$ cat src/rtl/acc_ctrl_pkg.sv
// Shared definitions for the accumulator-machine controller: opcodes, ALU
// operation codes, FSM state encoding and the packed control word.
package acc_ctrl_pkg;

    localparam int OPCODE_W = 3;
    localparam int STATE_W  = 4;

    localparam logic [OPCODE_W-1:0] OP_LDA = 3'b000;
    localparam logic [OPCODE_W-1:0] OP_STA = 3'b001;
    localparam logic [OPCODE_W-1:0] OP_ADD = 3'b010;
    localparam logic [OPCODE_W-1:0] OP_SUB = 3'b011;
    localparam logic [OPCODE_W-1:0] OP_AND = 3'b100;
    localparam logic [OPCODE_W-1:0] OP_NOT = 3'b101;
    localparam logic [OPCODE_W-1:0] OP_JMP = 3'b110;
    localparam logic [OPCODE_W-1:0] OP_JZ  = 3'b111;

    localparam logic [2:0] ALU_ADD  = 3'b000;
    localparam logic [2:0] ALU_SUB  = 3'b001;
    localparam logic [2:0] ALU_AND  = 3'b010;
    localparam logic [2:0] ALU_NOT  = 3'b011;
    localparam logic [2:0] ALU_PASS = 3'b100;

    typedef enum logic [STATE_W-1:0] {
        S_FETCH  = 4'd0,
        S_DECODE = 4'd1,
        S_MEM_RD = 4'd2,
        S_LD_WB  = 4'd3,
        S_ALU_EX = 4'd4,
        S_NOT_EX = 4'd5,
        S_ALU_WB = 4'd6,
        S_MEM_WR = 4'd7
    } state_t;

    typedef struct packed {
        logic       irwrite;
        logic       memread;
        logic       memwrite;
        logic       pcwrite;
        logic       pcsrc;
        logic       alusrc1;
        logic       alusrc2;
        logic [2:0] alucrtl;
        logic       accwrite;
        logic       memtoacc;
        logic       iord;
        logic       instr_done;
    } ctrl_t;

    localparam ctrl_t CTRL_NONE = '0;

    // Two-operand arithmetic opcodes map onto the ALU select; others fall back to ADD.
    function automatic logic [2:0] alu_op_for(input logic [OPCODE_W-1:0] op);
        case (op)
            OP_SUB:  alu_op_for = ALU_SUB;
            OP_AND:  alu_op_for = ALU_AND;
            default: alu_op_for = ALU_ADD;
        endcase
    endfunction

endpackage

$ cat src/rtl/acc_ctrl_decode.sv
// Combinational control-word decoder: current state, opcode and ALU zero flag
// in, datapath strobes out. Unknown state encodings decode to an idle word.
import acc_ctrl_pkg::*;

module acc_ctrl_decode #(
    parameter int OPW = 3
) (
    input  state_t         state,
    input  logic [OPW-1:0] opcode,
    input  logic           zero,
    output ctrl_t          ctrl
);

    always_comb begin
        ctrl = CTRL_NONE;
        case (state)
            S_FETCH: begin
                ctrl.iord    = 1'b0;
                ctrl.memread = 1'b1;
                ctrl.irwrite = 1'b1;
                ctrl.alucrtl = ALU_ADD;
                ctrl.pcsrc   = 1'b0;
                ctrl.pcwrite = 1'b1;
            end
            S_DECODE: begin
                case (opcode)
                    OP_JMP: begin
                        ctrl.pcsrc      = 1'b1;
                        ctrl.pcwrite    = 1'b1;
                        ctrl.instr_done = 1'b1;
                    end
                    OP_JZ: begin
                        // A is passed through the ALU so zero reflects the accumulator.
                        ctrl.alusrc1    = 1'b1;
                        ctrl.alucrtl    = ALU_PASS;
                        ctrl.pcsrc      = zero;
                        ctrl.pcwrite    = zero;
                        ctrl.instr_done = 1'b1;
                    end
                    default: ctrl = CTRL_NONE;
                endcase
            end
            S_MEM_RD: begin
                ctrl.iord    = 1'b1;
                ctrl.memread = 1'b1;
            end
            S_LD_WB: begin
                ctrl.memtoacc   = 1'b1;
                ctrl.accwrite   = 1'b1;
                ctrl.instr_done = 1'b1;
            end
            S_ALU_EX: begin
                ctrl.alusrc1 = 1'b1;
                ctrl.alusrc2 = 1'b1;
                ctrl.alucrtl = alu_op_for(opcode);
            end
            S_NOT_EX: begin
                ctrl.alusrc1 = 1'b1;
                ctrl.alucrtl = ALU_NOT;
            end
            S_ALU_WB: begin
                ctrl.memtoacc   = 1'b0;
                ctrl.accwrite   = 1'b1;
                ctrl.instr_done = 1'b1;
            end
            S_MEM_WR: begin
                ctrl.iord       = 1'b1;
                ctrl.memwrite   = 1'b1;
                ctrl.instr_done = 1'b1;
            end
            default: ctrl = CTRL_NONE;
        endcase
    end

endmodule

$ cat src/rtl/acc_controller.sv
// Multicycle FSM controller for the 16-bit accumulator datapath.
// Optional memory wait states are enabled by defining ACC_CTRL_MEM_WAIT_EN.
import acc_ctrl_pkg::*;

module acc_controller #(
    parameter int OPW = 3,
    parameter int SW  = 4
) (
    input  logic          clk,
    input  logic          reset,
    input  logic [15:0]   inst,
    input  logic          zero,
`ifdef ACC_CTRL_MEM_WAIT_EN
    input  logic          mem_ready,
`endif
    output logic          IRwrite,
    output logic          memread,
    output logic          memwrite,
    output logic          pcwrite,
    output logic          pcsrc,
    output logic          alusrc1,
    output logic          alusrc2,
    output logic [2:0]    alucrtl,
    output logic          accwrite,
    output logic          memtoacc,
    output logic          iord,
    output logic          instr_done,
    output logic [SW-1:0] dbg_state
);

    state_t         state_reg;
    state_t         state_next;
    logic [OPW-1:0] opcode;
    logic           mem_ok;
    ctrl_t          ctrl_raw;
    ctrl_t          ctrl_out;
    logic           unused_addr;

    assign opcode      = inst[15 -: OPW];
    assign unused_addr = ^inst[15-OPW:0];

`ifdef ACC_CTRL_MEM_WAIT_EN
    assign mem_ok = mem_ready;
`else
    assign mem_ok = 1'b1;
`endif

    acc_ctrl_decode #(
        .OPW (OPW)
    ) u_decode (
        .state  (state_reg),
        .opcode (opcode),
        .zero   (zero),
        .ctrl   (ctrl_raw)
    );

    always_comb begin
        state_next = S_FETCH;
        case (state_reg)
            S_FETCH:  state_next = mem_ok ? S_DECODE : S_FETCH;
            S_DECODE: begin
                case (opcode)
                    OP_JMP, OP_JZ: state_next = S_FETCH;
                    OP_NOT:        state_next = S_NOT_EX;
                    OP_STA:        state_next = S_MEM_WR;
                    default:       state_next = S_MEM_RD;
                endcase
            end
            S_MEM_RD: begin
                if (!mem_ok)
                    state_next = S_MEM_RD;
                else if (opcode == OP_LDA)
                    state_next = S_LD_WB;
                else
                    state_next = S_ALU_EX;
            end
            S_LD_WB:  state_next = S_FETCH;
            S_ALU_EX: state_next = S_ALU_WB;
            S_NOT_EX: state_next = S_ALU_WB;
            S_ALU_WB: state_next = S_FETCH;
            S_MEM_WR: state_next = mem_ok ? S_FETCH : S_MEM_WR;
            default:  state_next = S_FETCH;
        endcase
    end

    always_ff @(posedge clk or negedge reset) begin
        if (!reset)
            state_reg <= S_FETCH;
        else
            state_reg <= state_next;
    end

    // While waiting on memory, only the side-effect-free strobes stay up so the
    // PC advances and the instruction retires exactly once. Reset masks everything.
    always_comb begin
        ctrl_out = ctrl_raw;
        if (state_reg == S_FETCH && !mem_ok) begin
            ctrl_out.irwrite = 1'b0;
            ctrl_out.pcwrite = 1'b0;
        end
        if (state_reg == S_MEM_WR && !mem_ok)
            ctrl_out.instr_done = 1'b0;
        if (!reset)
            ctrl_out = CTRL_NONE;
    end

    assign IRwrite    = ctrl_out.irwrite;
    assign memread    = ctrl_out.memread;
    assign memwrite   = ctrl_out.memwrite;
    assign pcwrite    = ctrl_out.pcwrite;
    assign pcsrc      = ctrl_out.pcsrc;
    assign alusrc1    = ctrl_out.alusrc1;
    assign alusrc2    = ctrl_out.alusrc2;
    assign alucrtl    = ctrl_out.alucrtl;
    assign accwrite   = ctrl_out.accwrite;
    assign memtoacc   = ctrl_out.memtoacc;
    assign iord       = ctrl_out.iord;
    assign instr_done = ctrl_out.instr_done;
    assign dbg_state  = SW'(state_reg);

endmodule

$ cat config.mk
export PLATFORM = sky130hd
export DESIGN_NAME = acc_controller
export DESIGN_NICKNAME = d
export VERILOG_FILES = /design/src/rtl/acc_ctrl_pkg.sv /design/src/rtl/acc_ctrl_decode.sv /design/src/rtl/acc_controller.sv
export SDC_FILE = /design/constraint.sdc
export NUM_CORES = 1
export LEC_CHECK = 0
export ABC_AREA = 1
export ABC_CLOCK_PERIOD_IN_PS = 3100
export CAP_MARGIN = 0
export CORE_AREA = 3 3 40 42
export DETAILED_ROUTE_END_ITERATION = 10
export DIE_AREA = 0 0 43 45
export DONT_BUFFER_PORTS = 1
export PLACE_DENSITY = 0.35
export SLEW_MARGIN = 20
export SYNTH_ARGS = -nofsm -noshare
export SYNTH_HDL_FRONTEND = slang
export SYNTH_SLANG_ARGS = --single-unit
$ cat constraint.sdc
create_clock -name clk -period 3.1 [get_ports clk]
set_input_delay 0.62 -clock clk [delete_from_list [all_inputs] [get_ports clk]]
set_output_delay 0.62 -clock clk [all_outputs]
set_load 0.05 [all_outputs]
==> qor.txt, run 1 <==
final non-filler cell total - 89
H-tree depth - 1
Worst Max-Slew Pin Slew - 670 ps
hold buffers post-CTS - 0
GRT Util Overall - 0.0958
setup TNS - 0 ps
Achievable Freq - 403 MHz
post-place instance area - 415 um2
most frequent cell after synthesis - nand2_1
Final period util - 0.801
via count - 392
GR peak layer - met2
max cap viols - 0
Yosys top cell area share - 0.221
pre-CTS setup slack - 842 ps
n_diodes - 0
Syn-to-layout area delta - 29.8%
Post-synth EDFFs - 0
PostCTS Resize Cnt - 0
Synth Cell Area - 340 um2
Power Dens Cells - 1250 mW/mm2
largest net degree at the start of global routing - 10
crit start category - flop
synth cell count leaders - nand2_1, nor2_1, inv_1, nand3_1, a21oi_1
clk buf depth - 2
met3 Resource Use GR - 0.00398
Synthesized Nets - 81
synthesis-stage register bit count - 3
DR WL/cell - 10.0 um
initial antenna violation count - 0
FF/Latch Area - 75.1 um2
Post-CTS Setup Inserts - 0
footprint of the multi-input gates - 209 um2
WL final - 893 um
post-synth cell types - 15
top_reg_cell synth - dfrtp_1
synth top area cells - dfrtp_1, nand2_1, nor2_1
area leader, netlist - dfrtp_1
max reg flops - 3
first-pass GRT wire length - 1.46 mm
Die Height - 45 um
Hold Worst Slack - 89.7 ps
final setup vio count - 0
Die Area - 0.00194 mm2
die width - 43 um
met2 GRT Util - 0.171
post-route setup slack - 617 ps
layout cell share with drive strength beyond 1 - 0.284
Arr. time, crit path - 1860 ps
CTS Buf Count - 3
fin util - 0.344
core area - 0.00128 mm2
row count - 13
Pre-antenna DRT Iters - 4
total gr overflow - 0
Synthesis Warnings - 0
Max rail drop VDD - 262 uV
CTS tree - yes
Critical Path RT - 2480 ps
Pwr Total - 553 uW
Nets - 94
worst hold path class - in2async
I/O Pins - 37
DRC - 0
met1 Usage GRT - 0.123
Clock Skew - 2.56 ps
Starting DRT DRC Count - 7
Initial Util - 0.265
worst-path maximum fanout - 7
Final Wtd Congestion - 0.731
syn avg cell area - 5.49 um2
status - completed
Setup crit end kind - output port
Clock Sinks - 3
Crit Path Class - reg2out
Leak Pwr - 0.262 nW
Synth async-reset ratio - 1.00
Root Driver - clkbuf_4
worst rel slew slack - 0.553
Inst Count DP - 85
filler instances - 149
sequential area share after synthesis - 0.221
minimum clock period - 2480 ps
vias in the first global route - 364
antenna viol nets, final - 0
PortBufs - 0
Syn Inst Count - 62
Worst-Skew Late Latency - 230 ps
HPWL Detailed - 753 um
Avg Vias per Cell - 4.40
Max Slew Vio Count - 0
clk slew on worst S/H paths - 40 ps
count of final hold-check violations - 0
RSZ-0062 raised after global routing - false
final instance area - 442 um2
power by group:
group	switching [mW]	leakage [nW]	internal, mW
sequential	0.0849	0.0374	0.0569
combinational	0.262	0.209	0.0835
clock	0.0172	0.0150	0.0480
total	0.364	0.262	0.188
layer usage:
layer	wire length (um)	up-vias
met5	0	-
met3	69	0
met4	0	0
met1	386	167
met2	437	15
li1	-	210
cells by family (layout without fill, tap and decap cells):
family	after synthesis	count (layout)	share of synthesized area
buf+inv	12	24	0.165
flops	3	3	0.221
compound gates	5	5	0.0735
simple gates	41	41	0.529
other cells	1	1	0.0110
layout make-up:
| type | count | share of cell area |
|---|---|---|
| Tap cell | 15 | 0.0425 |
| Inverter | 10 | 0.0850 |
| Clock buffer | 4 | 0.0595 |
| Timing Repair Buffer | 10 | 0.170 |
| Multi-Input combinational cell | 47 | 0.473 |
| Sequential cell | 3 | 0.170 |
path summary, 6_finish.rpt:
check | slack [ps] | cells after the start | endpoint | startpoint
setup / recovery | 620 | 6 | pcwrite | dbg_state[0]
setup reg to reg | 1690 | 5 | dbg_state[0] | dbg_state[0]
hold / removal | 90 | 0 | dbg_state[1] | reset
max in group asynchronous | 2940 | 0 | dbg_state[2] | reset
min in group clk | 600 | 3 | dbg_state[1] | inst[15]
hold reg to reg | 720 | 2 | dbg_state[2] | dbg_state[2]
placed cells by master, fill, tap and decap left out, drive strengths merged:
cell,netlist,routed
a21oi,4,4
buf,2,10
clkbuf,0,4
conb,1,1
dfrtp,3,3
inv,10,10
nand2,18,18
nand3,8,8
nor2,14,14
nor3,1,1
o21ai,1,1
critical path, cell delays in order (launching register included):
cell     delay, ps
dfrtp_1        630
nor2_2         220
nand2_1        100
nor2_2          80
buf_4          200
inv_1           50
nand2_1        350
Note: power is estimated with default switching activity, not from simulation.
==> run 2, diff against run 1 <==
--- a/config.mk
+++ b/config.mk
@@ -6,13 +6,13 @@
 export NUM_CORES = 1
 export LEC_CHECK = 0
 export ABC_AREA = 1
-export ABC_CLOCK_PERIOD_IN_PS = 3100
+export ABC_CLOCK_PERIOD_IN_PS = 2100
 export CAP_MARGIN = 0
 export CORE_AREA = 3 3 40 42
 export DETAILED_ROUTE_END_ITERATION = 10
 export DIE_AREA = 0 0 43 45
 export DONT_BUFFER_PORTS = 1
-export PLACE_DENSITY = 0.35
+export PLACE_DENSITY = 0.36
 export SLEW_MARGIN = 20
 export SYNTH_ARGS = -nofsm -noshare
 export SYNTH_HDL_FRONTEND = slang
==> constraint.sdc (replaced) <==
create_clock -name clk -period 2.1 [get_ports clk]
set_input_delay 0.42 -clock clk [delete_from_list [all_inputs] [get_ports clk]]
set_output_delay 0.42 -clock clk [all_outputs]
set_load 0.05 [all_outputs]
==> run 2 against run 1 <==
Setup slack worse by 330 ps. Sequential cell count did not move. Wire length up 19%. Combinational power increased by 100%. Cell area up 29%. Clock-buffer cell count stayed put. Critical path depth unchanged. Utilization up 10 points. Critical endpoint unchanged. Largest cell class unchanged. Highest routed layer unchanged.
==> qor.txt, run 2 (synthesis results as in run 1) <==
Leak Pwr - 0.316 nW (+21%)
largest net degree at the start of global routing - 10 (unchanged)
Final Wtd Congestion - 0.701 (-4.2%)
clk slew on worst S/H paths - 40 ps (about the same)
PortBufs - 0 (unchanged)
final setup vio count - 0 (unchanged)
RSZ-0062 raised after global routing - false
fin util - 0.445 (+0.101)
switch share - 0.607 (-0.0519)
setup TNS - 0 ps (unchanged)
Nets - 102 (+8.5%)
clock network fraction of design power - 0.109 (-0.009)
Power Dens Cells - 1670 mW/mm2 (+33%)
Flop pwr share - 0.157 (-0.100)
Pre-antenna DRT Iters - 4 (unchanged)
DRC - 0 (unchanged)
core area - 0.00128 mm2 (unchanged)
via count - 431 (+9.9%)
Max rail drop VDD - 666 uV (+150%)
n_diodes - 0 (unchanged)
GRT Util Overall - 0.112 (+0.0165)
Syn-to-layout area delta - 68.0%
clk buf depth - 2 (unchanged)
most frequent cells in the layout - nand2_1, buf_4, nor2_1
H-tree depth - 1 (unchanged)
combinational fraction of design power - 0.734 (+0.109)
WL final - 1.06 mm (+19%)
hold buffers post-CTS - 1 (+1)
CTS tree - yes
worst-path maximum fanout - 9 (+2)
Clock Skew - 2.34 ps (-0.220 ps)
die width - 43 um (unchanged)
Critical Path RT - 1680 ps (-800 ps)
most common cell after layout, fill and taps aside - nand2_1
initial antenna violation count - 0 (unchanged)
minimum clock period - 1810 ps
status - completed
Arr. time, crit path - 1390 ps (-470 ps)
Avg Vias per Cell - 4.44 (+0.88%)
crit start category - flop
vias in the first global route - 383 (+5.2%)
CTS Buf Count - 3 (unchanged)
max reg flops - 3 (unchanged)
row count - 13 (unchanged)
HPWL Detailed - 841 um (+12%)
Pint - 375 uW (+99%)
Max Slew Vio Count - 0 (unchanged)
DR WL/cell - 10.9 um (+8.8%)
first-pass GRT wire length - 1.60 mm (+10%)
antenna viol nets, final - 0 (unchanged)
Starting DRT DRC Count - 9 (+2)
Final period util - 0.864
Die Area - 0.00194 mm2 (unchanged)
Pwr Total - 953 uW (+73%)
worst hold path class - in2reg
Achievable Freq - 551 MHz
max cap viols - 0 (unchanged)
Crit Path Class - reg2out
P_sw - 579 uW (+59%)
layout cell share with drive strength beyond 1 - 0.378 (+0.0943)
PostCTS Resize Cnt - 0 (unchanged)
Root Driver - clkbuf_4
Die Height - 45 um (unchanged)
Setup crit end kind - output port
FF-to-FF setup slack - 980 ps (-710 ps)
Inst Count DP - 92 (+8.2%)
final non-filler cell total - 97 (+9.0%)
I/O Pins - 37 (unchanged)
Worst-Skew Late Latency - 240 ps (about the same)
Post-CTS Setup Inserts - 0 (unchanged)
Initial Util - 0.265 (unchanged)
total gr overflow - 0 (unchanged)
Clock Sinks - 3 (unchanged)
count of final hold-check violations - 0 (unchanged)
run 2: critical path, cell delays in order (launching register included):
cell and delay, ps:
dfrtp_1 480, inv_2 120, nand3_1 110, nor2_2 120, nand2_1 70, nand2_1 110
buf_12 140
run 2: stage by stage:
step           setup slack [ps]  hold WS (ps)  cell area, um2
2_1_floorplan             -51.3           124             358
4_1_cts                     253           387             572
5_1_grt                     114           430             572
3_5_place_dp                507           125             536
3_3_place_gp                506           125             536
6_report                    285           386             572
run 2: cell type report:
cell class / instances / area [um2]
Multi-Input combinational cell: 47 / 226
Sequential cell: 3 / 75.1
Inverter: 10 / 37.5
Timing Repair Buffer: 18 / 188
Tap cell: 15 / 18.8
Clock buffer: 4 / 26.3
Fill cell: 155 / 713
run 2: final timing paths:
kind                       cells after the start    startpoint            to
max                                            6  dbg_state[2]       pcwrite
min                                            3      inst[15]  dbg_state[1]
max reg2reg                                    5  dbg_state[0]  dbg_state[0]
min reg2reg                                    3  dbg_state[1]  dbg_state[1]
max in group asynchronous                      1         reset  dbg_state[0]
min in group asynchronous                      1         reset  dbg_state[1]
run 2: power by group through the flow:
stage	registers (mW)	logic (mW)	clock network, mW
5_1_grt	0.158	0.741	0.118
3_3_place_gp	0.151	0.701	0
6_report	0.150	0.699	0.104
2_1_floorplan	0.215	0.430	0
3_5_place_dp	0.151	0.703	0
4_1_cts	0.150	0.707	0.109
run 2: layer usage:
metal	GRT usage	wire length, um
met5	0	0
met2	0.183	507
met4	0.0361	0
met3	0.0518	96
met1	0.132	456
==> run 3, diff against run 2 <==
--- a/config.mk
+++ b/config.mk
@@ -9,6 +9,7 @@
 export ABC_CLOCK_PERIOD_IN_PS = 2100
 export CAP_MARGIN = 0
 export CORE_AREA = 3 3 40 42
+export CTS_BUF_LIST = sky130_fd_sc_hd__clkbuf_4 sky130_fd_sc_hd__clkbuf_8
 export DETAILED_ROUTE_END_ITERATION = 10
 export DIE_AREA = 0 0 43 45
 export DONT_BUFFER_PORTS = 1
==> run 3 against run 2 <==
Cell count stayed put. Clock-buffer cell count stayed put. Total power is 1.2% higher. Worst hold slack got worse by 0.77 ps. Wire length fell by 0.47%. Die area is the same. First-iteration DRC count unchanged. Combinational power about the same. Setup slack worse by 1.0 ps. Clock power grew 13%.
==> qor.txt, run 3 (synthesis results as in run 1) <==
DR WL/cell - 10.9 um (-0.47%)
Root Driver - clkbuf_4
GRT Util Overall - 0.112 (unchanged)
Nets - 102 (unchanged)
total gr overflow - 0 (unchanged)
first-pass GRT wire length - 1.60 mm (unchanged)
Die Height - 45 um (unchanged)
n_diodes - 0 (unchanged)
Power Dens Cells - 1680 mW/mm2 (+0.57%)
row count - 13 (unchanged)
filler instances - 154 (-0.65%)
RSZ-0062 raised after global routing - false
Clock Sinks - 3 (unchanged)
layout cell share with drive strength beyond 1 - 0.390 (+0.0122)
Pwr Total - 965 uW (+1.2%)
Achievable Freq - 551 MHz (about the same)
Clock Skew - 3.01 ps (+0.675 ps)
FF-to-FF setup slack - 980 ps (about the same)
Final Wtd Congestion - 0.701 (unchanged)
crit start category - flop
WL final - 1.05 mm (-0.47%)
core area - 0.00128 mm2 (unchanged)
worst-path maximum fanout - 9 (unchanged)
RR Startpoint - dbg_state[0]
status - completed
Leak Pwr - 0.319 nW (+1.1%)
Pre-antenna DRT Iters - 4 (unchanged)
clk slew on worst S/H paths - 40 ps (about the same)
I/O Pins - 37 (unchanged)
PostCTS Resize Cnt - 0 (unchanged)
Starting DRT DRC Count - 9 (unchanged)
most frequent cells in the layout - nand2_1, buf_4, nor2_1
Max Slew Vio Count - 0 (unchanged)
vias in the first global route - 384 (+0.26%)
Die Area - 0.00194 mm2 (unchanged)
pre-CTS setup slack - 507 ps (unchanged)
CTS Buf Count - 3 (unchanged)
die width - 43 um (unchanged)
HPWL Detailed - 841 um (unchanged)
via count - 433 (+0.46%)
Avg Vias per Cell - 4.46 (+0.46%)
Syn-to-layout area delta - 69.1%
FF/Latch Area - 75.1 um2 (unchanged)
Max rail drop VDD - 667 uV (about the same)
PortBufs - 0 (unchanged)
Initial Util - 0.265 (unchanged)
initial antenna violation count - 0 (unchanged)
H-tree depth - 1 (unchanged)
max reg flops - 3 (unchanged)
count of final hold-check violations - 0 (unchanged)
Setup crit end kind - output port
clk buf depth - 2 (unchanged)
Critical Path RT - 1680 ps (about the same)
Worst-Skew Late Latency - 240 ps (about the same)
max cap viols - 0 (unchanged)
minimum clock period - 1820 ps (+1.00 ps)
setup TNS - 0 ps (unchanged)
Final period util - 0.865 (about the same)
Arr. time, crit path - 1400 ps (about the same)
final setup vio count - 0 (unchanged)
largest net degree at the start of global routing - 10 (unchanged)
most common cell after layout, fill and taps aside - nand2_1
Crit Path Class - reg2out
Hold Path Origin - inst[15]
footprint of the multi-input gates - 226 um2 (unchanged)
DRC - 0 (unchanged)
post-route setup slack - 284 ps (-1.00 ps)
antenna viol nets, final - 0 (unchanged)
worst hold path class - in2reg
Crit. Startpoint - dbg_state[2]
CTS tree - yes
-- run 3: stage by stage --
stage / utilization / std cells / hold WS, ps / cell area [um2]
floorplan: - / 62 / 124 / 358
CTS: 0.448 / 97 / 386 / 576
global route: 0.448 / 97 / 431 / 576
finish: 0.448 / 97 / 385 / 576
global placement: 0.417 / 92 / 125 / 536
detailed placement: 0.417 / 92 / 125 / 536
-- run 3: area by class of cell --
| class | instances | share of cell area |
|---|---|---|
| well taps | 15 | 0.0326 |
| repair buffers | 18 | 0.326 |
| flip-flops and latches | 3 | 0.130 |
| inverters | 10 | 0.0652 |
| clock buffers | 4 | 0.0522 |
| multi-input cells | 47 | 0.393 |
-- run 3: metal layers --
metal,track usage,routed length (um),vias up
li1,-,-,228
met1,0.132,450,187
met2,0.183,507,18
met3,0.0518,96,0
met4,0.0361,0,0
met5,0,0,-
-- run 3: path summary, 6_finish.rpt --
kind	endpoint	depth (start not counted)
min in group asynchronous	dbg_state[1]	1
setup reg to reg	dbg_state[0]	5
setup / recovery	pcwrite	6
hold reg to reg	dbg_state[1]	3
max in group asynchronous	dbg_state[0]	1
hold / removal	dbg_state[1]	3
-- run 3: worst max-delay path, cell delays in order (launching register included) --
cell     delay, ps
dfrtp_1        480
inv_2          120
nand3_1        110
nor2_2         130
nand2_1         80
nand2_1        110
buf_12         140
-- run 3: what timing repair did --
item,in CTS,in global routing
setup endpoints to repair,0,0
endpoints found under the hold margin,3,0
hold buffers,1,0
setup buffers,0,0
-- run 3: power by group --
group	leakage [nW]	switching [mW]	internal, mW
combinational	0.263	0.481	0.218
sequential	0.0374	0.0636	0.0855
clock	0.0184	0.0328	0.0843
total	0.319	0.578	0.387
